## config.mk

```make
export PLATFORM = sky130hd
export DESIGN_NAME = mem_access_unit
export DESIGN_NICKNAME = d
export VERILOG_FILES = /design/src/rtl/mem_access_unit_pkg.sv /design/src/rtl/mem_access_unit_load_extend.sv /design/src/rtl/mem_access_unit.sv
export SDC_FILE = /design/constraint.sdc
export NUM_CORES = 1
export LEC_CHECK = 0
export CORE_ASPECT_RATIO = 0.8
export CORE_MARGIN = 2
export CORE_UTILIZATION = 38
export CTS_CLUSTER_SIZE = 10
export DETAILED_ROUTE_END_ITERATION = 8
export GPL_TIMING_DRIVEN = 1
export HOLD_SLACK_MARGIN = 0.1
export PLACE_DENSITY_LB_ADDON = 0.25
export SLEW_MARGIN = 30
export SYNTH_ARGS = -nofsm -noshare
export SYNTH_HDL_FRONTEND = slang
export SYNTH_SLANG_ARGS = --single-unit
```

## constraint.sdc

```tcl
create_clock -name clk -period 1.76 [get_ports clk]
set_input_delay 0.352 -clock clk [delete_from_list [all_inputs] [get_ports clk]]
set_output_delay 0.352 -clock clk [all_outputs]
set_load 0.02 [all_outputs]
```

## src/rtl/mem_access_unit_pkg.sv

```systemverilog
// Shared definitions for the data-memory access unit: opcodes, response
// codes, FSM encoding and the alignment/byte-enable helpers.
package mem_access_unit_pkg;

    typedef enum logic [2:0] {
        OP_LW  = 3'd0,
        OP_LH  = 3'd1,
        OP_LHU = 3'd2,
        OP_LB  = 3'd3,
        OP_LBU = 3'd4,
        OP_SW  = 3'd5,
        OP_SH  = 3'd6,
        OP_SB  = 3'd7
    } mem_op_e;

    typedef enum logic [1:0] {
        EXC_OK         = 2'd0,
        EXC_LOAD_ADDR  = 2'd1,
        EXC_STORE_ADDR = 2'd2,
        EXC_TIMEOUT    = 2'd3
    } resp_exc_e;

    typedef enum logic [1:0] {
        ST_IDLE   = 2'd0,
        ST_ACCESS = 2'd1,
        ST_RESP   = 2'd2
    } state_e;

    function automatic logic is_store(input mem_op_e op);
        logic st;
        st = (op == OP_SW) || (op == OP_SH) || (op == OP_SB);
        return st;
    endfunction

    function automatic logic is_misaligned(input mem_op_e op, input logic [1:0] addr_lo);
        logic bad;
        case (op)
            OP_LW, OP_SW:         bad = (addr_lo != 2'b00);
            OP_LH, OP_LHU, OP_SH: bad = addr_lo[0];
            default:              bad = 1'b0;
        endcase
        return bad;
    endfunction

    // Little-endian lane enables; every load reads the full word.
    function automatic logic [3:0] access_be(input mem_op_e op, input logic [1:0] addr_lo);
        logic [3:0] be;
        case (op)
            OP_SH:   be = addr_lo[1] ? 4'b1100 : 4'b0011;
            OP_SB:   be = 4'b0001 << addr_lo;
            default: be = 4'b1111;
        endcase
        return be;
    endfunction

endpackage

```

## src/rtl/mem_access_unit_load_extend.sv

```systemverilog
// Lane select plus sign/zero extension of a loaded word; purely combinational
// so the writeback stage can reuse it.
module load_extend
    import mem_access_unit_pkg::*;
(
    input  mem_op_e     op,
    input  logic [1:0]  addr_lo,
    input  logic [31:0] word,
    output logic [31:0] data
);

    logic [15:0] half_sel;
    logic [7:0]  byte_sel;

    always_comb begin
        half_sel = addr_lo[1] ? word[31:16] : word[15:0];
        byte_sel = word[{addr_lo, 3'b000} +: 8];
        case (op)
            OP_LW:   data = word;
            OP_LH:   data = {{16{half_sel[15]}}, half_sel};
            OP_LHU:  data = {16'h0000, half_sel};
            OP_LB:   data = {{24{byte_sel[7]}}, byte_sel};
            OP_LBU:  data = {24'h000000, byte_sel};
            default: data = 32'h0000_0000;
        endcase
    end

endmodule

```

## src/rtl/mem_access_unit.sv

```systemverilog
// Initiator side of the data-memory port: one load/store at a time from MEM,
// with alignment/range checking, a bounded wait for mem_ready and a one-cycle response.
module mem_access_unit
    import mem_access_unit_pkg::*;
#(
    parameter int unsigned ADDR_W   = 12,
    parameter int unsigned WAIT_MAX = 15
) (
    input  logic              clk,
    input  logic              reset,
    input  logic              req_valid,
    output logic              req_ready,
    input  logic [2:0]        req_op,
    input  logic [31:0]       req_addr,
    input  logic [31:0]       req_wdata,
    input  logic [31:0]       req_pc,
    output logic [ADDR_W-1:0] mem_A,
    output logic [31:0]       mem_wdata,
    output logic              mem_read,
    output logic              mem_write,
    output logic [3:0]        mem_be,
    output logic [31:0]       mem_pc,
    input  logic [31:0]       mem_rdata,
    input  logic              mem_ready,
    output logic              resp_valid,
    output logic [31:0]       resp_rdata,
    output logic [1:0]        resp_exc
);

    localparam int CNT_W = $clog2(WAIT_MAX + 1);

    state_e            state_q, state_d;
    mem_op_e           op_q, op_d;
    logic [1:0]        addr_lo_q, addr_lo_d;
    logic [ADDR_W-1:0] mem_a_q, mem_a_d;
    logic [31:0]       mem_wdata_q, mem_wdata_d;
    logic [31:0]       mem_pc_q, mem_pc_d;
    logic              mem_read_q, mem_read_d;
    logic              mem_write_q, mem_write_d;
    logic [3:0]        mem_be_q, mem_be_d;
    logic              resp_valid_q, resp_valid_d;
    logic [31:0]       resp_rdata_q, resp_rdata_d;
    resp_exc_e         resp_exc_q, resp_exc_d;
    logic [CNT_W-1:0]  wait_cnt_q, wait_cnt_d;

    mem_op_e           req_op_e;
    logic              addr_err;
    logic [CNT_W-1:0]  wait_inc;
    logic              timeout;
    logic [31:0]       load_data;

    assign req_op_e = mem_op_e'(req_op);
    assign addr_err = is_misaligned(req_op_e, req_addr[1:0]) || (|req_addr[31:ADDR_W+2]);
    assign wait_inc = wait_cnt_q + CNT_W'(1);
    assign timeout  = !mem_ready && (wait_inc == CNT_W'(WAIT_MAX));

    load_extend u_load_extend (
        .op      (op_q),
        .addr_lo (addr_lo_q),
        .word    (mem_rdata),
        .data    (load_data)
    );

    always_ff @(posedge clk or negedge reset) begin
        if (!reset) begin
            state_q      <= ST_IDLE;
            op_q         <= OP_LW;
            addr_lo_q    <= 2'b00;
            mem_a_q      <= '0;
            mem_wdata_q  <= 32'h0000_0000;
            mem_pc_q     <= 32'h0000_0000;
            mem_read_q   <= 1'b0;
            mem_write_q  <= 1'b0;
            mem_be_q     <= 4'b0000;
            resp_valid_q <= 1'b0;
            resp_rdata_q <= 32'h0000_0000;
            resp_exc_q   <= EXC_OK;
            wait_cnt_q   <= '0;
        end else begin
            state_q      <= state_d;
            op_q         <= op_d;
            addr_lo_q    <= addr_lo_d;
            mem_a_q      <= mem_a_d;
            mem_wdata_q  <= mem_wdata_d;
            mem_pc_q     <= mem_pc_d;
            mem_read_q   <= mem_read_d;
            mem_write_q  <= mem_write_d;
            mem_be_q     <= mem_be_d;
            resp_valid_q <= resp_valid_d;
            resp_rdata_q <= resp_rdata_d;
            resp_exc_q   <= resp_exc_d;
            wait_cnt_q   <= wait_cnt_d;
        end
    end

    always_comb begin
        state_d = state_q;
        case (state_q)
            ST_IDLE:   if (req_valid) state_d = addr_err ? ST_RESP : ST_ACCESS;
            ST_ACCESS: if (mem_ready || timeout) state_d = ST_RESP;
            ST_RESP:   state_d = ST_IDLE;
            default:   state_d = ST_IDLE;
        endcase
    end

    // Outputs are registered from the transition being taken, so strobes are
    // high exactly during ACCESS and the response flops update only on entry to RESP.
    always_comb begin
        op_d         = op_q;
        addr_lo_d    = addr_lo_q;
        mem_a_d      = mem_a_q;
        mem_wdata_d  = mem_wdata_q;
        mem_pc_d     = mem_pc_q;
        resp_rdata_d = resp_rdata_q;
        resp_exc_d   = resp_exc_q;
        wait_cnt_d   = wait_cnt_q;
        mem_read_d   = 1'b0;
        mem_write_d  = 1'b0;
        mem_be_d     = 4'b0000;
        resp_valid_d = 1'b0;
        case (state_q)
            ST_IDLE: begin
                if (req_valid) begin
                    op_d        = req_op_e;
                    addr_lo_d   = req_addr[1:0];
                    mem_a_d     = req_addr[ADDR_W+1:2];
                    mem_wdata_d = req_wdata;
                    mem_pc_d    = req_pc;
                    wait_cnt_d  = '0;
                    if (addr_err) begin
                        resp_valid_d = 1'b1;
                        resp_rdata_d = 32'h0000_0000;
                        resp_exc_d   = is_store(req_op_e) ? EXC_STORE_ADDR : EXC_LOAD_ADDR;
                    end else begin
                        mem_read_d  = !is_store(req_op_e);
                        mem_write_d = is_store(req_op_e);
                        mem_be_d    = access_be(req_op_e, req_addr[1:0]);
                    end
                end
            end
            ST_ACCESS: begin
                if (mem_ready) begin
                    resp_valid_d = 1'b1;
                    resp_exc_d   = EXC_OK;
                    resp_rdata_d = is_store(op_q) ? 32'h0000_0000 : load_data;
                end else if (timeout) begin
                    resp_valid_d = 1'b1;
                    resp_exc_d   = EXC_TIMEOUT;
                    resp_rdata_d = 32'h0000_0000;
                    wait_cnt_d   = wait_inc;
                end else begin
                    wait_cnt_d  = wait_inc;
                    mem_read_d  = mem_read_q;
                    mem_write_d = mem_write_q;
                    mem_be_d    = mem_be_q;
                end
            end
            default: begin
            end
        endcase
    end

    assign req_ready  = (state_q == ST_IDLE);
    assign mem_A      = mem_a_q;
    assign mem_wdata  = mem_wdata_q;
    assign mem_pc     = mem_pc_q;
    assign mem_read   = mem_read_q;
    assign mem_write  = mem_write_q;
    assign mem_be     = mem_be_q;
    assign resp_valid = resp_valid_q;
    assign resp_rdata = resp_rdata_q;
    assign resp_exc   = resp_exc_q;

endmodule

```

==> summary.md, run 1 <==
| Metric | Value |
|---|---|
| Run status | finished, violations left |
| Violated checks | setup timing |
| I/O pin count | 253 |
| DRC violation count after routing | 0 |
| Internal cell power | 6.81 mW |
| Per-instance average area after synthesis | 12.6 µm² |
| Ratio of cells with drive above 1 in the final layout | 28.0% |
| Maximum fanout along the worst path | 4 |
| Sum of negative setup slack | -0.759 ns |
| Pwr Total | 9.37 mW |
| Htree depth | 4 |
| NumNets Final | 880 |
| Synthesized instance count | 446 |
| Normalized max-slew margin | 66.8% |
| Primary FF master, synth | dfrtp_1 |
| Largest net degree at the start of global routing | 56 |
| Arrival time of the worst setup path | 2.16 ns |
| Switching share of total power | 27.3% |
| Setup repair after global routing missed its margin | yes |
| Floorplan die height | 113 µm |
| Max Cap Violations | 0 |
| Met3 wire length | 1410 µm |
| Largest family of logic cells by synthesized area | multiplexers |
| Simple-gate share of the synthesized area | 7.91% |
| Final Hold Vio Count | 0 |
| Cts bufs inserted | 17 |
| Share of flip-flops with an asynchronous set or reset after synthesis | 100% |
| Compound-cell area share of the yosys netlist | 13.3% |
| Logic gate share of total power | 25.0% |
| Die area | 15700 µm² |
| Number of sinks on the clock net | 128 |
| Area of the core | 14300 µm² |
| Proportion of power drawn by flip-flops and latches | 36.2% |
| Final worst clock skew | 0.00445 ns |
| Worst voltage drop across the vdd grid | 0.850 mV |
| Clock network latency to the later pin of the worst-skew pair | 0.42 ns |
| Grt total ovfl | 0 |
| Reg2Reg Capture Point | resp_rdata[13] |
| Met2 Wirelength | 8820 µm |
| Clk pwr share | 38.8% |
| Sequential share of the synthesized area | 57.2% |
| DRT met1 WL | 6840 µm |
| Highest clock rate | 538 MHz |
| Adder and majority gate portion of the synthesized area | 0.447% |
| Post-synthesis mux area share | 18.1% |
| Number of global-route vias before repair | 5174 |
| Min cycle time layout | 1.86 ns |
| Library cells used by synthesis | 39 |
| Number of synthesized flops with an enable pin | 0 |
| Register-to-Register Setup Slack | -0.1 ns |
| Power per cell area | 963 nW/µm² |
| Type of origin of the critical path | flop |
| Layout overhead on the synthesized area | 73.8% |
| Sw power | 2.56 mW |
| Source of the worst register-to-register timing path | wait_cnt_q[1] |
| Clock edge transition at the registers on the reported setup and hold paths | 0.06 ns |
| Routed len/inst | 18.7 µm |
| Ys Warns | 0 |
| Via count of the routed design | 4800 |
| Most common cell after layout, fill and taps aside | clkdlybuf4s50_1 |
| Global-route wire length before repair | 27000 µm |
| HPWL after detailed placement | 12300 µm |
| PortBufs | 252 |
| Top layer reached by signal wires | met4 |
| Most frequent cells in the layout | 147 x clkdlybuf4s50_1, 127 x dfrtp_1, 81 x mux2_2 |
| Max-slew violations | 0 |
| Weighted congestion at the end of routability-driven global placement | 0.845 |
| Die W | 140 µm |
| Number of iterations in the first detailed-routing pass | 4 |
| Setup crit end kind | flop |
| Xor and xnor area share after synthesis | 0.313% |
| Cell type contributing the most total cell area after synthesis | dfrtp_1 |
| Via count normalized by instance count | 5.11 |
| Biggest area contributors in the synthesized netlist | dfrtp_1 57%, mux2_2 16%, o2bb2ai_1 4.7% |
| Type of the tightest min-delay check | in2async |
| Antenna viol nets, final | 0 |
| Std-Cell Rows | 39 |
| WL final | 17600 µm |
| FF+latch count, synth | 128 |
| Least setup slack across all paths after layout | -0.0988 ns |
| Count of antenna diodes in the layout | 0 |
| Initial antenna violation count | 0 |
| Count of routing violations after the opening detailed-route iteration | 254 |
| Share of the cycle needed by the critical path after routing | 106% |
| Final setup vio count | 25 |
| Post-synthesis instance area | 5600 µm² |
| Number of cells traversed by the worst register-to-register path | 8 |
| Starting utilization of the core area | 39.0% |
| TritonCTS clock tree | built |
| Clock root buffer | clkbuf_16 |
| Share of the synthesized area in the top cell type | 57.2% |
| Worst Setup Path Type | reg2reg |
| Slew at the pin with the worst max-slew slack | 0.496 ns |
| Clock Path Buffers | 2 |
| GRT Util Overall | 21.9% |
| Static leakage power | 4.86 nW |
| Post-synth net total | 583 |
| Critical path required time | 2.06 ns |
state kept, by name (all words and copies together) (netlist names), 2 cells and up:
| signal | flops |
|---|---|
| addr_lo_q | 2 |
| mem_A | 12 |
| mem_be | 4 |
| mem_pc | 32 |
| mem_wdata | 32 |
| op_q | 3 |
| resp_exc | 2 |
| resp_rdata | 32 |
| state_q | 2 |
| wait_cnt_q | 4 |
cell usage after synthesis (4+ instances only):
cell type  instances
a21oi_1            7
a221oi_1           8
a22o_1             8
buf_2             14
clkbuf_1          10
dfrtp_1          128
inv_1              6
mux2_2            81
mux2i_1           10
nand2_1           32
nand2b_1           5
nand3_1           11
nor2_1            31
nor2b_1            4
nor4_1             4
o21a_1            17
o21ai_0           11
o2bb2ai_1         30
cells by family after synthesis:
family                     count (synthesis)
DFF                                      128
and+or+nand+nor                           96
AOI/OAI and AO/OA                         94
muxes                                     91
buffers and inverters                     33
xor gates and xnor gates                   2
adders and majority gates                  2
stage by stage:
stage	worst slack (ns)	std cells	area (µm²)	util, %	hold slack, ns
final	-0.0988	940	9730	67.8	0.447
after detailed placement	-0.584	894	8580	59.8	0.318
after global routing	-0.158	940	9730	67.8	0.464
after floorplan	0.0150	446	5610	-	0.0564
after global placement	-0.516	894	8580	59.8	0.307
after CTS	-0.0720	934	9290	64.8	0.433
repair_timing:
| item | 4_1_cts | 5_1_grt |
|---|---|---|
| hold buffers | 1 | 0 |
| hold endpoints to repair | 24 | 0 |
| cloned | 2 | 3 |
| resized for setup | 55 | 92 |
| pin swaps | 11 | 12 |
| endpoints found under the setup margin | 72 | 94 |
| setup buffers | 5 | 3 |
power groups by stage:
stage / clock network (mW) / logic, mW / registers, mW
2_1_floorplan: 0 / 0.753 / 3.76
3_3_place_gp: 0 / 2.26 / 3.43
3_5_place_dp: 0 / 2.29 / 3.45
4_1_cts: 3.70 / 2.29 / 3.40
5_1_grt: 3.85 / 2.50 / 3.44
6_report: 3.63 / 2.34 / 3.40
worst max path at each step:
stage	from	endpoint	slack, ns	cells after the start
6_report	wait_cnt_q[1]	resp_rdata[13]	-0.1	8
5_1_grt	wait_cnt_q[0]	resp_rdata[13]	-0.16	8
4_1_cts	req_addr[15]	resp_rdata[18]	-0.07	7
3_5_place_dp	req_op[0]	resp_rdata[13]	-0.58	8
3_3_place_gp	req_op[0]	resp_rdata[9]	-0.52	8
2_1_floorplan	state_q[1]	addr_lo_q[1]	0.01	6
critical path, stage by stage (launching register included):
cell       delay, ns
dfrtp_1         0.43
ha_4            0.19
nor2b_1         0.10
mux2i_1         0.11
o31ai_2         0.31
nor2b_4         0.09
buf_6           0.15
clkbuf_16       0.16
a22o_1          0.21
layer usage:
metal	vias to the layer above	GRT usage [%]
met1	2367	26.3
met3	42	6.19
met2	175	36.0
li1	2216	-
met4	0	11.3
met5	-	0
area by class of cell:
type / instances / area (µm²)
fillers: 1054 / 4610
flip-flops and latches: 128 / 3200
repair buffers: 305 / 3180
multi-input cells: 285 / 2480
clock buffers: 22 / 484
well taps: 184 / 230
clock inverters: 10 / 133
inverters: 6 / 22.5
Note: power is estimated with default switching activity, not from simulation.
==> run 2: changes to the inputs <==
--- a/config.mk
+++ b/config.mk
@@ -5,6 +5,7 @@
 export SDC_FILE = /design/constraint.sdc
 export NUM_CORES = 1
 export LEC_CHECK = 0
+export ABC_AREA = 0
 export CORE_ASPECT_RATIO = 0.8
 export CORE_MARGIN = 2
 export CORE_UTILIZATION = 38
@@ -13,6 +14,7 @@
 export GPL_TIMING_DRIVEN = 1
 export HOLD_SLACK_MARGIN = 0.1
 export PLACE_DENSITY_LB_ADDON = 0.25
+export RECOVER_POWER = 25
 export SLEW_MARGIN = 30
 export SYNTH_ARGS = -nofsm -noshare
 export SYNTH_HDL_FRONTEND = slang
==> summary.md, run 2 (same netlist as run 1, synthesis figures left out) <==
| Metric | Value |
|---|---|
| Antenna viol nets, final | 0 (unchanged) |
| Critical path required time | 2.06 ns (about the same) |
| Count of antenna diodes in the layout | 0 (unchanged) |
| Area of the core | 14300 µm² (unchanged) |
| Via count of the routed design | 4793 (was 4800) |
| Slew at the pin with the worst max-slew slack | 0.739 ns (was 0.496 ns) |
| Max incr delay on CP | 0.43 ns (about the same) |
| Placement-stage cell area | 8580 µm² (unchanged) |
| Cts bufs inserted | 17 (unchanged) |
| Cell area after layout | 9710 µm² (was 9730 µm²) |
| Die W | 140 µm (unchanged) |
| WL final | 17600 µm (about the same) |
| Critical path startpoint | wait_cnt_q[1] (unchanged) |
| Clock root buffer | clkbuf_16 (unchanged) |
| Clk pwr share | 38.8% (about the same) |
| Ratio of cells with drive above 1 in the final layout | 28.0% (unchanged) |
| Max-slew violations | 0 (unchanged) |
| Clock Path Buffers | 2 (unchanged) |
| Type of the tightest min-delay check | in2reg (was in2async) |
| Normalized max-slew margin | 50.7% (was 66.8%) |
| Weighted congestion at the end of routability-driven global placement | 0.845 (unchanged) |
| Number of global-route vias before repair | 5174 (unchanged) |
| Run status | finished, violations left (unchanged) |
| Clock edge transition at the registers on the reported setup and hold paths | 0.06 ns (about the same) |
| Floorplan die height | 113 µm (unchanged) |
| Grt total ovfl | 0 (unchanged) |
| Final worst clock skew | 0.00612 ns (was 0.00445 ns) |
| Die area | 15700 µm² (unchanged) |
| Logic gate share of total power | 24.9% (was 25.0%) |
| Total placed cells including tap cells | 894 (unchanged) |
| Source of the worst register-to-register timing path | wait_cnt_q[1] (unchanged) |
| Final setup vio count | 25 (unchanged) |
| DRC violation count after routing | 0 (unchanged) |
| Most frequent cells in the layout | 147 x clkdlybuf4s50_1, 127 x dfrtp_1, 81 x mux2_2 (unchanged) |
| Post-placement worst setup slack | -0.584 ns (unchanged) |
| Sum of negative setup slack | -0.744 ns (was -0.759 ns) |
| Switching share of total power | 27.4% (was 27.3%) |
| Final cell count without fillers | 940 (unchanged) |
| Type of origin of the critical path | flop (unchanged) |
| Power per cell area | 966 nW/µm² (was 963 nW/µm²) |
| Via count normalized by instance count | 5.10 (was 5.11) |
| Std-Cell Rows | 39 (unchanged) |
| Cell depth of the worst min-delay path | 3 |
| Number of sinks on the clock net | 128 (unchanged) |
| Proportion of power drawn by flip-flops and latches | 36.2% (about the same) |
| Maximum fanout along the worst path | 4 (unchanged) |
| Share of the cycle needed by the critical path after routing | 106% (about the same) |
| Worst voltage drop across the vdd grid | 0.849 mV (was 0.850 mV) |
| Number of cells traversed by the worst register-to-register path | 8 (unchanged) |
| Least setup slack across all paths after layout | -0.0990 ns (was -0.0988 ns) |
| Largest net degree at the start of global routing | 56 (unchanged) |
| PortBufs | 252 (unchanged) |
| Arrival time of the worst setup path | 2.16 ns (about the same) |
| Slowest cell on crit path | dfrtp_1 (unchanged) |
| TritonCTS clock tree | built (unchanged) |
| Worst setup path end | resp_rdata[13] (unchanged) |
| Static leakage power | 4.85 nW (was 4.86 nW) |
| Global-route wire length before repair | 27000 µm (unchanged) |
| Highest clock rate | 538 MHz (about the same) |
| Count of routing violations after the opening detailed-route iteration | 255 (was 254) |
| Internal cell power | 6.81 mW (about the same) |
| Layout overhead on the synthesized area | 73.3% (was 73.8%) |
| Setup repair after global routing missed its margin | yes (unchanged) |
| Worst Setup Path Type | reg2reg (unchanged) |
| Setup crit end kind | flop (unchanged) |
| Min cycle time layout | 1.86 ns (about the same) |
| Htree depth | 4 (unchanged) |
| Number of iterations in the first detailed-routing pass | 4 (unchanged) |
| Violated checks | setup timing (unchanged) |
| Max Cap Violations | 0 (unchanged) |
| Most common cell after layout, fill and taps aside | clkdlybuf4s50_1 (unchanged) |
| Starting utilization of the core area | 39.0% (unchanged) |
| Sw power | 2.56 mW (about the same) |
| Crit path cell chain | ha_4 -> nor2b_1 -> mux2i_1 -> o31ai_2 -> nor2b_4 -> buf_6 -> clkbuf_16 -> a22o_1 (unchanged) |
| NumNets Final | 880 (unchanged) |
| Initial antenna violation count | 0 (unchanged) |
| I/O pin count | 253 (unchanged) |
| GRT Util Overall | 21.9% (unchanged) |
| Routed len/inst | 18.8 µm (was 18.7 µm) |
| Final Hold Vio Count | 0 (unchanged) |
| Reg2Reg Capture Point | resp_rdata[13] (unchanged) |
| Pwr Total | 9.37 mW (about the same) |
| Register-to-Register Setup Slack | -0.1 ns (about the same) |
| Clock network latency to the later pin of the worst-skew pair | 0.42 ns (about the same) |
| HPWL after detailed placement | 12300 µm (unchanged) |
-- run 2: changes by cell type in the layout (fill, tap and decap cells not counted) --
cell | previous run | this run
buf_12 | 6 | 4
buf_4 | 41 | 42
clkbuf_2 | 0 | 1
-- run 2: how the worst min path moves through the flow --
stage | from | to
final | req_addr[1] | addr_lo_q[1]
after global routing | req_addr[1] | addr_lo_q[1]
after CTS | reset | mem_be[1]
after detailed placement | reset | mem_A[11]
after global placement | reset | mem_wdata[26]
after floorplan | reset | addr_lo_q[0]
-- run 2: final cells by class --
type | count | area, µm²
fillers | 1059 | 4640
flip-flops and latches | 128 | 3200
repair buffers | 305 | 3150
multi-input cells | 285 | 2480
clock buffers | 22 | 484
well taps | 184 | 230
clock inverters | 10 | 133
inverters | 6 | 22.5
-- run 2: what timing repair did --
item                                    CTS  global route
endpoints found under the setup margin   72            94
hold buffers                              1             0
pin swaps                                11            12
cloned                                    2             3
endpoints found under the hold margin    24             0
resized for setup                        55            92
buffers inserted                          5             3
-- run 2: layer usage --
layer	part of all wire, %	up-vias	track usage [%]
met1	39	2370	26.3
met2	50	165	36.0
met4	3.1	0	11.3
met5	0	-	0
li1	-	2215	-
met3	7.9	43	6.19
-- run 2: worst max-delay path, delay by kind of cell (launching register included) --
kind,cells,cell delay (ns)
AO/OA/AOI/OAI,2,0.52
adder cells (fa/ha/maj),1,0.19
buffers and inverters,2,0.31
flip-flops,1,0.43
multiplexers,1,0.11
AND/OR/NAND/NOR,2,0.19
-- run 2: per-stage QoR --
step	hold WS (ns)	util [%]
floorplan	0.0564	-
global placement	0.307	59.8
detailed placement	0.318	59.8
CTS	0.433	64.8
global route	0.464	67.7
finish	0.454	67.7
-- run 2: power by group through the flow --
stage                     logic, mW  clock network [mW]  registers (mW)
after floorplan               0.753                   0            3.76
after global routing           2.49                3.85            3.44
after global placement         2.26                   0            3.43
final                          2.34                3.64            3.40
after detailed placement       2.29                   0            3.45
after CTS                      2.29                3.70            3.40
